$ cat src/rtl/display_pager.sv
// display_pager - shares a two-digit display between the four bytes of a status word.
// Pages advance on a dwell count of strobes (AUTO) or on a step key edge (MANUAL).
module display_pager #(
  parameter int auto_dwell = 8,
  parameter int cnt_width  = 8
) (
  input  logic        clk,
  input  logic        reset_n,
  input  logic        strobe,
  input  logic        step,
  input  logic        mode_sel,
  input  logic        freeze,
  input  logic [31:0] data_in,
  output logic [7:0]  digit_out,
  output logic [1:0]  page,
  output logic [3:0]  dots,
  output logic        page_changed
);

  localparam logic [1:0] IDLE   = 2'd0;
  localparam logic [1:0] AUTO   = 2'd1;
  localparam logic [1:0] MANUAL = 2'd2;

  localparam logic [cnt_width-1:0] DWELL_LAST = cnt_width'(auto_dwell - 1);

  logic [1:0]           state;
  logic [1:0]           state_nx;
  logic [cnt_width-1:0] dwell;
  logic [cnt_width-1:0] dwell_nx;
  logic                 advance;
  logic                 step_prev;
  logic                 step_rise;
  logic [31:0]          snap;

  assign step_rise = step & ~step_prev;

  always_comb begin
    state_nx = state;
    dwell_nx = dwell;
    advance  = 1'b0;
    case (state)
      IDLE: begin
        if (strobe) state_nx = mode_sel ? MANUAL : AUTO;
      end
      AUTO: begin
        // A key edge overrides and restarts the dwell; it never stacks with expiry.
        if (step_rise) begin
          advance  = 1'b1;
          dwell_nx = '0;
        end else if (strobe) begin
          if (dwell == DWELL_LAST) begin
            advance  = 1'b1;
            dwell_nx = '0;
          end else begin
            dwell_nx = dwell + cnt_width'(1);
          end
        end
        if (mode_sel) begin
          state_nx = MANUAL;
          dwell_nx = '0;
        end
      end
      MANUAL: begin
        dwell_nx = '0;
        advance  = step_rise;
        if (!mode_sel) state_nx = AUTO;
      end
      default: begin
        state_nx = IDLE;
        dwell_nx = '0;
      end
    endcase
  end

  always_ff @(posedge clk or negedge reset_n) begin
    if (!reset_n) begin
      state        <= IDLE;
      dwell        <= '0;
      step_prev    <= 1'b0;
      snap         <= '0;
      page         <= 2'd0;
      page_changed <= 1'b0;
      digit_out    <= 8'd0;
    end else begin
      state        <= state_nx;
      dwell        <= dwell_nx;
      step_prev    <= step;
      if (strobe && !freeze) snap <= data_in;
      page         <= page + {1'b0, advance};
      page_changed <= advance;
      digit_out    <= snap[{page, 3'b000} +: 8];
    end
  end

  always_comb begin
    dots = (state == IDLE) ? 4'b0000 : (4'b0001 << page);
  end

endmodule
$ cat config.mk
export PLATFORM = sky130hd
export DESIGN_NAME = display_pager
export DESIGN_NICKNAME = d
export VERILOG_FILES = /design/src/rtl/display_pager.sv
export SDC_FILE = /design/constraint.sdc
export NUM_CORES = 1
export LEC_CHECK = 0
export BUFFER_PORTS_ARGS = -buffer_cell sky130_fd_sc_hd__buf_4
export CAP_MARGIN = 20
export CORE_ASPECT_RATIO = 1.4
export CORE_MARGIN = 1.5
export CORE_UTILIZATION = 56
export DETAILED_ROUTE_END_ITERATION = 8
export GPL_ROUTABILITY_DRIVEN = 0
export MAX_ROUTING_LAYER = met4
export PLACE_DENSITY = 0.85
export SYNTH_ARGS = -nofsm -noshare
export SYNTH_HDL_FRONTEND = slang
export SYNTH_SLANG_ARGS = --single-unit
$ cat constraint.sdc
create_clock -name clk -period 3.5 [get_ports clk]
set_input_delay 0.7 -clock clk [delete_from_list [all_inputs] [get_ports clk]]
set_output_delay 0.7 -clock clk [all_outputs]
set_load 0.01 [all_outputs]
Word level (Yosys, flattened, before mapping)
Index checks and enable logic that the tools add are counted.
{"block": "op_classes", "add_sub_neg": 2, "n_mul": 0, "div": 0, "n_lt_le_gt_ge": 0, "eq_ne": 7, "shifts": 2, "mux": 15, "bitwise_logic": 3, "reduce_logical": 5}
{"op": "8-bit two-way mux", "n": 4}
{"op": "32-bit by 6-bit indexed part select with 8-bit output", "n": 1}
{"op": "8-bit one-hot mux with 2 select lines", "n": 1}
{"op": "8-bit by 1-bit adder with 8-bit output, second input constant", "n": 1}
{"op": "8-bit by 3-bit equality test with 1-bit output, second input constant", "n": 1}
{"op": "2-bit two-way mux", "n": 4}
{"op": "2-bit != test, second input constant", "n": 3}
{"op": "2-bit one-hot mux with 3 select lines", "n": 1}
{"op": "4-bit two-way mux", "n": 1}
{"op": "4-bit != test, second input constant", "n": 1}
{"op": "1-bit by 2-bit left shift with 4-bit output, first input constant", "n": 1}
{"op": "1-bit two-way mux", "n": 3}
{"op": "3-bit AND reduction", "n": 1}
{"op": "2-bit by 1-bit adder with 2-bit output", "n": 1}
{"op": "2-bit by 1-bit equality test with 1-bit output, second input constant", "n": 1}
{"op": "2-bit equality test, second input constant", "n": 1}
{"op": "2-bit zero test", "n": 1}
{"op": "1-bit NOT", "n": 2}
{"op": "1-bit one-hot mux with 2 select lines", "n": 1}
{"op": "2-bit AND reduction", "n": 1}
{"op": "1-bit bitwise AND", "n": 1}
{"op": "1-bit logical AND", "n": 1}
{"op": "1-bit zero test", "n": 1}
{"block": "totals", "reg_bits": 54, "latchBits": 0, "ramBits": 0, "romBits": 0, "inputBits": 38, "elab_cells": 41, "mem_count": 0}

Logic depth before layout (Yosys ltp)
{"block": "logic_depth", "word_depth": 6, "ltp_mapped": 6, "ltp_nobuf": 6}

Least setup slack after synthesis
OpenSTA, ideal clock, no wires.
{"block": "synth_timing", "kind": "flip-flop to output port", "from": "reg page[0]", "to": "out dots[1]", "arrival_time_ns": 1.094, "required_time_ns": 2.800, "setup_slack_ns": 1.706, "path_stages_with_launch": 3, "n_path_buf": 1, "path_cell_list": "dfrtp_1 -> buf_2 -> nor3b_1"}
{"block": "synth_via", "elab_chain_cells": 2}
{"element": "from (decl)", "line_no": "15", "rtl": "output logic [1:0] page,"}
{"element": "from (signal assigned)", "line_no": "89", "rtl": "page <= page + {1'b0, advance};"}
{"element": "1-bit by 2-bit left shift with 4-bit output", "line_no": "96", "rtl": "dots = (state == IDLE) ? 4'b0000 : (4'b0001 << page);"}
{"element": "4-bit two-way mux", "line_no": "96"}
{"element": "to (decl)", "line_no": "16", "rtl": "output logic [3:0] dots,"}
No other way between the ends.

Worst setup path after layout
{"block": "layout_timing", "from": "reg state[1]", "to": "out dots[3]"}
{"block": "layout_via", "elab_chain_cells": 2}
{"element": "from (decl)", "line_no": "26", "rtl": "logic [1:0] state;"}
{"element": "from (signal assigned)", "line_no": "85", "rtl": "state <= state_nx;"}
{"element": "2-bit zero test", "line_no": "96"}
{"element": "4-bit two-way mux", "line_no": "96"}
No other way between the ends.

==> impl_summary.log <==
INFO  metric critical_path.startpoint = state[1]
INFO  metric power.density = 626 nW/µm²
INFO  metric master_cell_of_the_clock_root_buffer = sky130_fd_sc_hd__clkbuf_8
INFO  metric cts_buffer_depth = 2
INFO  metric floorplan.initialDensity = 57.9%
INFO  metric fin_ws = 1160 ps
INFO  metric status = complete, no violations
INFO  metric synth_sequential_area_ratio = 55.5%
INFO  metric ctsResizeCount = 0
INFO  metric crit_fanout = 6
INFO  metric synth-warning-count = 0
INFO  metric finalCriticalPeriod = 2340 ps
INFO  metric die_x = 58.7 µm
INFO  metric synth.net_count = 214
INFO  metric postSynth.topFlopCell = sky130_fd_sc_hd__dfrtp_1
INFO  metric dieHeight = 81.0 µm
INFO  metric ports = 53
INFO  metric fin_area = 2930 µm²
INFO  metric cts.hold.buffers_added = 0
INFO  metric edff_count_synth = 0
INFO  metric tritoncts = built
INFO  metric cap_viol_max_count = 0
INFO  metric ys_seq_elements = 54
INFO  metric finalSetupTns = 0 ps
INFO  metric global_route.usage.total = 20.8%
INFO  metric synth-async-reset-ratio = 100%
INFO  metric post-dp-hpwl = 3.17 mm
INFO  metric peak_vdd_ir = 305 µV
INFO  metric timing.final.max_slew_violations = 0
INFO  metric viasPerCell = 5.89
INFO  metric cts-buffers-inserted = 5
INFO  metric rsz_0062_raised_after_global_routing = false
INFO  metric postCtsSetupBuffers = 0
INFO  metric synth_area_per_cell = 14.2 µm²
INFO  metric floorplan.core_area = 4200 µm²
INFO  metric most_common_cell_after_layout_fill_and_taps_aside = sky130_fd_sc_hd__dfrtp_1
INFO  metric post_synth_main_area_contributors = sky130_fd_sc_hd__dfrtp_1 55%, sky130_fd_sc_hd__mux2_2 14%, sky130_fd_sc_hd__mux4_2 7.4%
INFO  metric ant_nets = 0
INFO  metric clock_insertion_delay_worst_skew = 300 ps
INFO  metric routedWlPerCell = 16.3 µm
INFO  metric routed-via-count = 1589
INFO  metric critPathCaptureType = output pin
INFO  metric required = 2800 ps
INFO  metric port_buffers = 52
INFO  metric path_clk_slew = 90 ps
INFO  metric dpl_worst_slack = 1350 ps
INFO  metric die_area = 4760 µm²
INFO  metric largest_net_degree_at_the_start_of_global_routing = 55
INFO  metric detail_route.first_pass.iterations = 4
INFO  metric maxSlewHeadroom = 40.8%
INFO  metric post_route_cells_drive_above_1_share = 47.6%
INFO  metric p_total = 1.84 mW
INFO  metric final_min_period_over_clock_period = 66.9%
INFO  metric net_count_final = 267
INFO  metric syn_area = 2440 µm²
INFO  metric h-tree-depth = 2
INFO  metric first_iter_violations = 30
INFO  metric worstReg2RegStart = dwell[0]
INFO  metric finalCoreUtilization = 69.8%
INFO  metric setup_violations = 0
INFO  metric grt_antenna_before_repair = 0
INFO  metric yosysTopAreaCellShare = 55.5%
INFO  metric crit_type = reg -> out
INFO  metric drc = 0
INFO  metric synth_cells = 171
INFO  metric antenna_diode_count = 0
INFO  metric placement_rows = 28
INFO  metric fmax = 427 MHz
INFO  metric report.final.hold_viol_count = 0
INFO  metric cp-start-kind = flop
INFO  metric first_pass_grt_wire_length = 7.21 mm
INFO  metric clock-skew-final = 5.71 ps
INFO  metric yosys_top_cell_by_area = sky130_fd_sc_hd__dfrtp_1
INFO  metric leakage = 1.30 nW
INFO  metric actual_slew_at_the_worst_max_slew_pin = 886 ps
INFO  metric postRouteWirelength = 4.41 mm
INFO  metric hp-class = in -> async
INFO  metric global_route.overflow_total = 0
INFO  metric netlist-cell-type-count = 39
INFO  metric placed_instance_area = 2830 µm²
INFO  metric syn2layout_area_growth = 20.4%
INFO  metric clock_sinks = 54
INFO  metric via_count_of_the_first_global_routing_pass = 1594
INFO  metric worst_ep_arrival_time = 1640 ps
INFO  metric layout_common_cells = 54 x sky130_fd_sc_hd__dfrtp_1, 52 x sky130_fd_sc_hd__buf_4, 30 x sky130_fd_sc_hd__mux2_2
==> critical path: stages, from the launching register on <==
cell	delay, ps
sky130_fd_sc_hd__dfrtp_1	400
sky130_fd_sc_hd__inv_1	140
sky130_fd_sc_hd__ha_1	300
sky130_fd_sc_hd__inv_1	170
sky130_fd_sc_hd__and3_1	180
sky130_fd_sc_hd__buf_4	140
==> state kept, by name, summed over array words and instances (netlist names) <==
register	flops
page	2
state	2
step_prev	1
dwell	8
snap	32
page_changed	1
digit_out	8
==> layout make-up <==
type                    instances  area, µm²
inverters                       6       22.5
multi-input cells             105       1010
repair buffers                 52        390
flip-flops and latches         54       1350
well taps                      45       56.3
clock buffers                   6       82.6
clock inverters                 2       16.3
fillers                       301       1270
==> worst paths after layout <==
check	end	slack [ps]	depth (start not counted)
setup reg to reg	page[1]	1540	6
min in group clk	step_prev	500	1
setup / recovery	dots[3]	1160	5
hold reg to reg	snap[8]	510	1
hold / removal	snap[0]	420	1
max in group asynchronous	snap[2]	2640	1
==> cells by family after synthesis <==
kind of cell	Yosys count	synth area share [%]
and+or+nand+nor	36	9.19
adders and majority gates	5	2.57
buffers and inverters	12	2.93
AOI/OAI and AO/OA	22	6.88
DFF	54	55.5
muxes	41	22.6
xor gates and xnor gates	1	0.360
==> per-layer routing <==
metal | track usage [%] | routed length, µm | vias to the layer above | share of wire (%)
li1 | - | - | 741 | -
met1 | 26.6 | 1820 | 804 | 41
met2 | 33.3 | 2340 | 39 | 53
met3 | 3.03 | 197 | 5 | 4.5
met4 | 8.18 | 61 | 0 | 1.4
met5 | - | 0 | - | 0
==> cell usage after synthesis, types with 2 or more instances <==
master and instances:
sky130_fd_sc_hd__mux2_2 30, sky130_fd_sc_hd__nor3_1 2, sky130_fd_sc_hd__ha_1 5, sky130_fd_sc_hd__buf_6 3, sky130_fd_sc_hd__a41oi_1 2, sky130_fd_sc_hd__inv_1 5
sky130_fd_sc_hd__o21ai_0 6, sky130_fd_sc_hd__mux2_1 2, sky130_fd_sc_hd__dfrtp_1 54, sky130_fd_sc_hd__a21oi_1 2, sky130_fd_sc_hd__nand2_1 6, sky130_fd_sc_hd__nor3b_1 2
sky130_fd_sc_hd__nand4_1 2, sky130_fd_sc_hd__o31ai_1 2, sky130_fd_sc_hd__nand2b_2 2, sky130_fd_sc_hd__mux4_2 8, sky130_fd_sc_hd__a32o_1 2, sky130_fd_sc_hd__a211oi_1 2
sky130_fd_sc_hd__buf_2 3, sky130_fd_sc_hd__and3_1 2, sky130_fd_sc_hd__nor2_1 5, sky130_fd_sc_hd__nand3_1 7
==> where the power goes <==
part	switching, mW	internal (mW)	total [mW]
logic	0.249	0.344	0.593
clock network	0.200	0.163	0.363
registers	0.126	0.754	0.879
==> metrics by stage <==
step	cells	hold slack, ps
after floorplan	171	404
after global placement	262	473
after detailed placement	262	492
after CTS	270	445
after global routing	270	478
final	270	420
Note: power is estimated with default switching activity, not from simulation.
